`src/rtl/tlb_assoc_if.sv`:
```
// Lookup, walk and maintenance signals of the associative TLB.
interface tlb_assoc_if #(
  parameter int VPN_W = 6,
  parameter int PFN_W = 16,
  parameter int CNT_W = 16
);
  logic             req_valid;
  logic [VPN_W-1:0] req_vpn;
  logic             req_ready;
  logic             resp_valid;
  logic [PFN_W-1:0] resp_pfn;
  logic             resp_hit;
  logic             resp_fault;
  logic             walk_req;
  logic [VPN_W-1:0] walk_vpn;
  logic             walk_ack;
  logic [PFN_W-1:0] walk_pfn;
  logic             walk_fault;
  logic             flush;
  logic [CNT_W-1:0] hit_count;
  logic [CNT_W-1:0] miss_count;

  modport master (
    output req_valid, req_vpn, walk_ack, walk_pfn, walk_fault, flush,
    input  req_ready, resp_valid, resp_pfn, resp_hit, resp_fault,
           walk_req, walk_vpn, hit_count, miss_count
  );

  modport slave (
    input  req_valid, req_vpn, walk_ack, walk_pfn, walk_fault, flush,
    output req_ready, resp_valid, resp_pfn, resp_hit, resp_fault,
           walk_req, walk_vpn, hit_count, miss_count
  );
endinterface

```
`src/rtl/tlb_assoc.sv`:
```
// Fully-associative TLB: valid bits, walk-based miss refill, flush,
// first-invalid / round-robin replacement and saturating hit/miss counters.
module tlb_assoc #(
  parameter int VPN_W   = 6,
  parameter int PFN_W   = 16,
  parameter int ENTRIES = 8,
  parameter int CNT_W   = 16
) (
  input logic       Clock,
  input logic       Resetn,
  tlb_assoc_if.slave bus
);
  localparam int IDX_W = $clog2(ENTRIES);

  typedef enum logic [1:0] {IDLE, LOOKUP, WALK, RESP} state_t;

  state_t             state, state_nx;
  logic [VPN_W-1:0]   vpn_q;
  logic [ENTRIES-1:0] valid;
  logic [VPN_W-1:0]   tag  [ENTRIES];
  logic [PFN_W-1:0]   data [ENTRIES];
  logic [IDX_W-1:0]   rr_ptr, rr_next;
  logic               flush_pend;
  logic [CNT_W-1:0]   hit_cnt, miss_cnt;
  logic [PFN_W-1:0]   resp_pfn_q;
  logic               resp_hit_q, resp_fault_q;

  logic               hit;
  logic [IDX_W-1:0]   hit_idx;
  logic               any_free;
  logic [IDX_W-1:0]   free_idx, victim;
  logic               ready, accept, refill, flush_now;

  // Tag match against all valid entries, lowest index wins
  always_comb begin
    hit     = 1'b0;
    hit_idx = '0;
    for (int unsigned i = 0; i < ENTRIES; i++) begin
      if (!hit && valid[i] && tag[i] == vpn_q) begin
        hit     = 1'b1;
        hit_idx = IDX_W'(i);
      end
    end
  end

  // Victim choice: lowest invalid entry, otherwise the round-robin pointer
  always_comb begin
    any_free = 1'b0;
    free_idx = '0;
    for (int unsigned i = 0; i < ENTRIES; i++) begin
      if (!any_free && !valid[i]) begin
        any_free = 1'b1;
        free_idx = IDX_W'(i);
      end
    end
    victim  = any_free ? free_idx : rr_ptr;
    rr_next = (rr_ptr == IDX_W'(ENTRIES - 1)) ? '0 : rr_ptr + 1'b1;
  end

  // FSM state register
  always_ff @(posedge Clock) begin
    if (!Resetn) state <= IDLE;
    else         state <= state_nx;
  end

  // FSM next state and handshake outputs
  always_comb begin
    state_nx        = state;
    ready           = 1'b0;
    bus.walk_req    = 1'b0;
    bus.resp_valid  = 1'b0;
    case (state)
      IDLE: begin
        ready = ~bus.flush & ~flush_pend;
        if (bus.req_valid && ready) state_nx = LOOKUP;
      end
      LOOKUP: state_nx = hit ? RESP : WALK;
      WALK: begin
        bus.walk_req = 1'b1;
        if (bus.walk_ack) state_nx = RESP;
      end
      RESP: begin
        bus.resp_valid = 1'b1;
        state_nx       = IDLE;
      end
      default: state_nx = IDLE;
    endcase
  end

  assign accept    = ready & bus.req_valid;
  assign refill    = (state == WALK) & bus.walk_ack & ~bus.walk_fault;
  assign flush_now = (state == IDLE) & (bus.flush | flush_pend);

  // Control state: valid bits, replacement pointer, flush, counters, response
  always_ff @(posedge Clock) begin
    if (!Resetn) begin
      vpn_q        <= '0;
      valid        <= '0;
      rr_ptr       <= '0;
      flush_pend   <= 1'b0;
      hit_cnt      <= '0;
      miss_cnt     <= '0;
      resp_pfn_q   <= '0;
      resp_hit_q   <= 1'b0;
      resp_fault_q <= 1'b0;
    end else begin
      if (accept) vpn_q <= bus.req_vpn;
      if (state == LOOKUP) begin
        if (hit) begin
          resp_pfn_q   <= data[hit_idx];
          resp_hit_q   <= 1'b1;
          resp_fault_q <= 1'b0;
          if (hit_cnt != '1) hit_cnt <= hit_cnt + 1'b1;
        end else if (miss_cnt != '1) begin
          miss_cnt <= miss_cnt + 1'b1;
        end
      end
      if (state == WALK && bus.walk_ack) begin
        resp_hit_q   <= 1'b0;
        resp_fault_q <= bus.walk_fault;
        resp_pfn_q   <= bus.walk_fault ? '0 : bus.walk_pfn;
      end
      if (refill) begin
        valid[victim] <= 1'b1;
        if (!any_free) rr_ptr <= rr_next;
      end
      // A flush seen mid-transaction is deferred to the next IDLE cycle, so it
      // also wipes the entry refilled by that transaction.
      if (flush_now) begin
        valid      <= '0;
        flush_pend <= 1'b0;
      end else if (state != IDLE && bus.flush) begin
        flush_pend <= 1'b1;
      end
    end
  end

  // Entry payload; stale contents are harmless because valid gates every use
  always_ff @(posedge Clock) begin
    if (refill) begin
      tag[victim]  <= vpn_q;
      data[victim] <= bus.walk_pfn;
    end
  end

  assign bus.req_ready  = ready;
  assign bus.walk_vpn   = vpn_q;
  assign bus.resp_pfn   = resp_pfn_q;
  assign bus.resp_hit   = resp_hit_q;
  assign bus.resp_fault = resp_fault_q;
  assign bus.hit_count  = hit_cnt;
  assign bus.miss_count = miss_cnt;
endmodule
```
`src/flat_wrapper.sv`:
```
// flat-port wrapper written by rule: the top's interface ports become plain ports
module tlb_assoc_flat 
#(
  parameter int VPN_W   = 6,
  parameter int PFN_W   = 16,
  parameter int ENTRIES = 8,
  parameter int CNT_W   = 16
)
  (Clock, Resetn, bus_req_valid, bus_req_vpn, bus_walk_ack, bus_walk_pfn, bus_walk_fault, bus_flush, bus_req_ready, bus_resp_valid, bus_resp_pfn, bus_resp_hit, bus_resp_fault, bus_walk_req, bus_walk_vpn, bus_hit_count, bus_miss_count);
  tlb_assoc_if #(.VPN_W(VPN_W), .PFN_W(PFN_W), .CNT_W(CNT_W)) bus_i ();
  input logic Clock;
  input logic Resetn;
  input wire logic [$bits(bus_i.req_valid)-1:0] bus_req_valid;
  input wire logic [$bits(bus_i.req_vpn)-1:0] bus_req_vpn;
  input wire logic [$bits(bus_i.walk_ack)-1:0] bus_walk_ack;
  input wire logic [$bits(bus_i.walk_pfn)-1:0] bus_walk_pfn;
  input wire logic [$bits(bus_i.walk_fault)-1:0] bus_walk_fault;
  input wire logic [$bits(bus_i.flush)-1:0] bus_flush;
  output wire logic [$bits(bus_i.req_ready)-1:0] bus_req_ready;
  output wire logic [$bits(bus_i.resp_valid)-1:0] bus_resp_valid;
  output wire logic [$bits(bus_i.resp_pfn)-1:0] bus_resp_pfn;
  output wire logic [$bits(bus_i.resp_hit)-1:0] bus_resp_hit;
  output wire logic [$bits(bus_i.resp_fault)-1:0] bus_resp_fault;
  output wire logic [$bits(bus_i.walk_req)-1:0] bus_walk_req;
  output wire logic [$bits(bus_i.walk_vpn)-1:0] bus_walk_vpn;
  output wire logic [$bits(bus_i.hit_count)-1:0] bus_hit_count;
  output wire logic [$bits(bus_i.miss_count)-1:0] bus_miss_count;
  assign bus_i.req_valid = bus_req_valid;
  assign bus_i.req_vpn = bus_req_vpn;
  assign bus_i.walk_ack = bus_walk_ack;
  assign bus_i.walk_pfn = bus_walk_pfn;
  assign bus_i.walk_fault = bus_walk_fault;
  assign bus_i.flush = bus_flush;
  assign bus_req_ready = bus_i.req_ready;
  assign bus_resp_valid = bus_i.resp_valid;
  assign bus_resp_pfn = bus_i.resp_pfn;
  assign bus_resp_hit = bus_i.resp_hit;
  assign bus_resp_fault = bus_i.resp_fault;
  assign bus_walk_req = bus_i.walk_req;
  assign bus_walk_vpn = bus_i.walk_vpn;
  assign bus_hit_count = bus_i.hit_count;
  assign bus_miss_count = bus_i.miss_count;
  tlb_assoc #(.VPN_W(VPN_W), .PFN_W(PFN_W), .ENTRIES(ENTRIES), .CNT_W(CNT_W)) u_core (.Clock(Clock), .Resetn(Resetn), .bus(bus_i));
endmodule
```
`config.mk`:
```
export PLATFORM = sky130hd
export DESIGN_NAME = tlb_assoc_flat
export DESIGN_NICKNAME = d
export VERILOG_FILES = /design/src/rtl/tlb_assoc_if.sv /design/src/rtl/tlb_assoc.sv /design/src/flat_wrapper.sv
export SDC_FILE = /design/constraint.sdc
export NUM_CORES = 1
export LEC_CHECK = 0
export CAP_MARGIN = 20
export CORE_AREA = 2 2 177 179
export CTS_BUF_LIST = sky130_fd_sc_hd__clkbuf_8
export CTS_CLUSTER_DIAMETER = 60
export DETAILED_ROUTE_END_ITERATION = 6
export DIE_AREA = 0 0 179 181
export GPL_TIMING_DRIVEN = 0
export PLACE_DENSITY = 0.5
export SYNTH_ARGS = -nofsm -noshare
export SYNTH_HDL_FRONTEND = slang
export SYNTH_SLANG_ARGS = --single-unit
```
`constraint.sdc`:
```
create_clock -name Clock -period 4.5 [get_ports Clock]
set_input_delay 1.125 -clock Clock [delete_from_list [all_inputs] [get_ports Clock]]
set_output_delay 1.125 -clock Clock [all_outputs]
set_load 0.02 [all_outputs]
```
==> run summary <==
- routed vias/inst: 5.136
- Die H: 181 um
- DPL Wire Length: 18680 um
- number of top-level pins: 87
- startpoint kind of the worst setup timing path: flop
- synthesized net count: 835
- total cell area at the placement stage: 0.01207 mm2
- number of nets with antenna violations after routing: 0
- clock latency reported for the late side of the worst-skew pair: 0.55 ns
- clock period minus final worst setup slack: 3.802 ns
- arrival time of the worst setup path: 4.26 ns
- hold wc startpoint: u_core.bus.resp_hit
- Final Max Tran Viols: 0
- number of antenna violations at the first check in global routing: 0
- total core area: 0.03035 mm2
- Gates resized, CTS repair: 0
- post-route cell area: 0.01287 mm2
- crit path kind: flop to flop
- endpoints failing hold: 0
- launching element of the worst setup path: u_core.bus.walk_vpn[5]
- CTS buffer count: 43
- Post-Route WL: 28420 um
- number of enable flip-flop cells after synthesis: 176
- launching point of the worst reg2reg path: u_core.bus.walk_vpn[5]
- standard cell with the maximum stage delay on the critical path: sky130_fd_sc_hd__dfxtp_1
- post-synthesis cell type count: 52
- clock skew: 0.01523 ns
- data required time at the worst endpoint: 4.96 ns
- longest individual stage delay on the worst path: 0.61 ns
- cells traversed along the worst timing path: buf_2 > xnor2_1 > nand4_1 > nor4_1 > nor2_1 > o2111ai_1 > clkbuf_1 > a21oi_1 > a21o_1 > o31ai_2
- CTS HTree Levels: 2
- result of the run: completed
- Crit. End Element: flop
- Synth-to-Final Area Change: 22.21%
- worst max-slew margin expressed relative to the limit: 35.59%
- fraction of synthesized cell area taken by the top area cell type: 50.20%
- WL per Instance: 20.73 um
- leading area contributor after synthesis: sky130_fd_sc_hd__edfxtp_1
- ratio of cells with drive above 1 in the final layout: 15.79%
- yosys synthesis warning count: 0
- floorplan row count: 64
- drt initial violations: 470
- starting density of the core: 34.69%
- number of design rule violations left after detail routing: 0
- highest net fanout along the worst path: 10
- count of max-cap constraint violations: 0
- Clock Tree Buf Depth: 3
- number of port buffers: 86
- post-route clock period utilization: 84.50%
- Synth Instances: 799
- post-synthesis register bit count: 246
- path type of the worst min-delay path: flop to flop
- clock tree from TritonCTS: yes
- part of the Yosys area used for sequential elements: 63.51%
- Synth Area per Inst: 13.18 um2
- gpl congestion: 0.7607
- first-pass GRT wire length: 42680 um
- Die Area: 0.03240 mm2
- worst-case vdd ir drop: 143.8 uV
- dominant synthesized flop cell: sky130_fd_sc_hd__edfxtp_1
- number of buffer and inverter stages on the critical path: 2
- static power due to leakage: 4.489 nW
- via total after detailed routing: 7042
- setup repair after global routing missed its margin: false
- GRT Total Usage: 17.53%
- clk sink count: 246
- # hold bufs at CTS: 0
- total power density per cell area: 379.3 mW/mm2
- Worst Max-Slew Pin Slew: 0.9652 ns
- Fin Hold WS: 0.4716 ns
- pin count of the biggest net entering global routing: 24
- biggest area contributors in the synthesized netlist: sky130_fd_sc_hd__edfxtp_1 50%, sky130_fd_sc_hd__dfxtp_1 13%, sky130_fd_sc_hd__a31o_2 3.9%
- area of the mapped netlist: 0.01053 mm2
- overall die width: 179 um
- maximum frequency from static timing analysis: 263.0 MHz
- Overflow after GRT: 0
- final net count: 976
- ANT cells: 0
- # setup viols final: 0
- drt pass-1 iters: 4
- clock transition at the registers of the reported paths: 0.06 ns
- root buffer selected by CTS: sky130_fd_sc_hd__clkbuf_8
- Async SR Flop Fraction: 0%
- number of buffers added for setup after CTS: 0
- number of global-route vias before repair: 6841
- kind of cell adding the most delay to the critical path: compound AO/OA/AOI/OAI gates
[cell families (layout without fill, tap and decap cells)]
family / Yosys count / count (layout) / synth area share (%)
compound gates: 212 / 212 / 15.24
xor+xnor: 72 / 72 / 5.990
mux: 13 / 13 / 1.236
simple gates: 187 / 187 / 10.24
flops: 246 / 246 / 63.51
fa+ha+maj: 8 / 8 / 0.9508
buf+inv: 61 / 237 / 2.829
[report_power, final]
group	switching [mW]	internal [mW]	total [mW]
Clock	0.923	0.979	1.90
Sequential	0.0485	2.48	2.53
Combinational	0.265	0.185	0.450
Total	1.24	3.64	4.88
[tightest hold or removal path, cell delays in order, from the launching register on]
cell and delay [ns]:
sky130_fd_sc_hd__dfxtp_1 0.33, sky130_fd_sc_hd__inv_1 0.05, sky130_fd_sc_hd__a21oi_1 0.05
[metrics by stage]
step	power, mW	setup WS [ns]	instances	TNS (ns)	utilization [%]
floorplan	2.831	0.9533	799	0	-
global placement	3.023	-1.692	1281	-138.38	39.16
detailed placement	3.029	0.6286	1291	0	39.76
CTS	4.946	0.6455	1371	0	42.39
global route	5.082	0.3846	1371	0	42.39
finish	4.880	0.6976	1371	0	42.39
[Yosys cell counts, types with 2 or more instances]
cell                        instances
sky130_fd_sc_hd__edfxtp_1         176
sky130_fd_sc_hd__dfxtp_1           70
sky130_fd_sc_hd__a31o_2            47
sky130_fd_sc_hd__nand2_1           45
sky130_fd_sc_hd__xor2_1            45
sky130_fd_sc_hd__a21boi_0          41
sky130_fd_sc_hd__a21oi_1           34
sky130_fd_sc_hd__clkbuf_1          31
sky130_fd_sc_hd__and2_1            28
sky130_fd_sc_hd__xnor2_1           27
sky130_fd_sc_hd__a21o_1            17
sky130_fd_sc_hd__o22ai_1           17
sky130_fd_sc_hd__a32oi_1           16
sky130_fd_sc_hd__nor3_1            16
sky130_fd_sc_hd__mux2i_1           13
sky130_fd_sc_hd__nand3_1           13
sky130_fd_sc_hd__nand4_1           13
sky130_fd_sc_hd__nor2_1            12
sky130_fd_sc_hd__nor2b_1           11
sky130_fd_sc_hd__nor4_1            11
sky130_fd_sc_hd__buf_2             10
sky130_fd_sc_hd__inv_1             10
sky130_fd_sc_hd__o21a_1            10
sky130_fd_sc_hd__o31ai_2           10
sky130_fd_sc_hd__ha_1               8
sky130_fd_sc_hd__buf_6              7
sky130_fd_sc_hd__o21ai_0            7
sky130_fd_sc_hd__and4_1             6
sky130_fd_sc_hd__nand2b_1           6
sky130_fd_sc_hd__o31ai_1            6
sky130_fd_sc_hd__and3_1             4
sky130_fd_sc_hd__nor4_2             4
sky130_fd_sc_hd__or3_1              3
sky130_fd_sc_hd__or4_1              3
sky130_fd_sc_hd__buf_1              2
sky130_fd_sc_hd__nand3b_1           2
sky130_fd_sc_hd__nor4b_1            2
sky130_fd_sc_hd__o2111ai_1          2
[flip-flops by register name, summed over array words and instances, names as in the netlist]
| register | count |
|---|---|
| u_core.bus.hit_count | 16 |
| u_core.bus.miss_count | 16 |
| u_core.bus.resp_fault | 1 |
| u_core.bus.resp_hit | 1 |
| u_core.bus.resp_pfn | 16 |
| u_core.bus.walk_vpn | 6 |
| u_core.data | 128 |
| u_core.flush_pend | 1 |
| u_core.rr_ptr | 3 |
| u_core.state | 2 |
| u_core.tag | 48 |
| u_core.valid | 8 |
[final timing paths]
kind	cells past startpoint	slack [ns]	to
setup / recovery	10	0.70	u_core.bus.resp_pfn[12]
hold / removal	2	0.47	u_core.bus.resp_hit
setup reg to reg	10	0.70	u_core.bus.resp_pfn[12]
hold reg to reg	2	0.47	u_core.bus.resp_hit
[layout by cell type, fill, tap and decap left out, types with 4 or more instances in the layout]
cell type                         count
sky130_fd_sc_hd__nor4_1              11
sky130_fd_sc_hd__clkbuf_8            48
sky130_fd_sc_hd__mux2i_1             13
sky130_fd_sc_hd__nand2_1             45
sky130_fd_sc_hd__nor4_2               4
sky130_fd_sc_hd__a21oi_1             34
sky130_fd_sc_hd__xor2_1              45
sky130_fd_sc_hd__clkbuf_1            31
sky130_fd_sc_hd__inv_1               32
sky130_fd_sc_hd__o31ai_2             10
sky130_fd_sc_hd__dfxtp_1             70
sky130_fd_sc_hd__and3_1               4
sky130_fd_sc_hd__a32oi_1             16
sky130_fd_sc_hd__a31o_2              47
sky130_fd_sc_hd__and4_1               6
sky130_fd_sc_hd__o21a_1              10
sky130_fd_sc_hd__nand3_1             13
sky130_fd_sc_hd__nor2b_1             11
sky130_fd_sc_hd__buf_2               10
sky130_fd_sc_hd__buf_6               12
sky130_fd_sc_hd__a21o_1              17
sky130_fd_sc_hd__nor2_1               8
sky130_fd_sc_hd__nand2b_1             6
sky130_fd_sc_hd__a21boi_0            41
sky130_fd_sc_hd__clkdlybuf4s50_1     86
sky130_fd_sc_hd__and2_1              28
sky130_fd_sc_hd__nand4_1             13
sky130_fd_sc_hd__clkinv_1             5
sky130_fd_sc_hd__xnor2_1             27
sky130_fd_sc_hd__ha_1                 8
sky130_fd_sc_hd__o22ai_1             17
sky130_fd_sc_hd__nor3_2               4
sky130_fd_sc_hd__edfxtp_1           176
sky130_fd_sc_hd__o21ai_0              7
sky130_fd_sc_hd__nor3_1              12
sky130_fd_sc_hd__o31ai_1              6
sky130_fd_sc_hd__nor2_4               4
[final cells by class]
class | instances | area, um2
sequential | 246 | 6686
multi-input combinational | 492 | 3593
clock inverter | 32 | 137.6
tap | 396 | 495.5
buffer | 51 | 260.3
clock buffer | 48 | 660.6
inverter | 10 | 37.54
fill | 2827 | 17480
timing repair buffer | 96 | 994.7
[metal layers]
| layer | part of all wire (%) | wire length, um | vias to the layer above | track usage (%) |
|---|---|---|---|---|
| li1 | - | - | 3339 | - |
| met4 | 2.1 | 601 | 0 | 4.911 |
| met5 | 0 | 0 | - | 0 |
| met1 | 48 | 13740 | 3472 | 25.39 |
| met2 | 44 | 12650 | 179 | 26.78 |
| met3 | 5.1 | 1438 | 52 | 3.220 |
(Power assumes the default switching activity.)
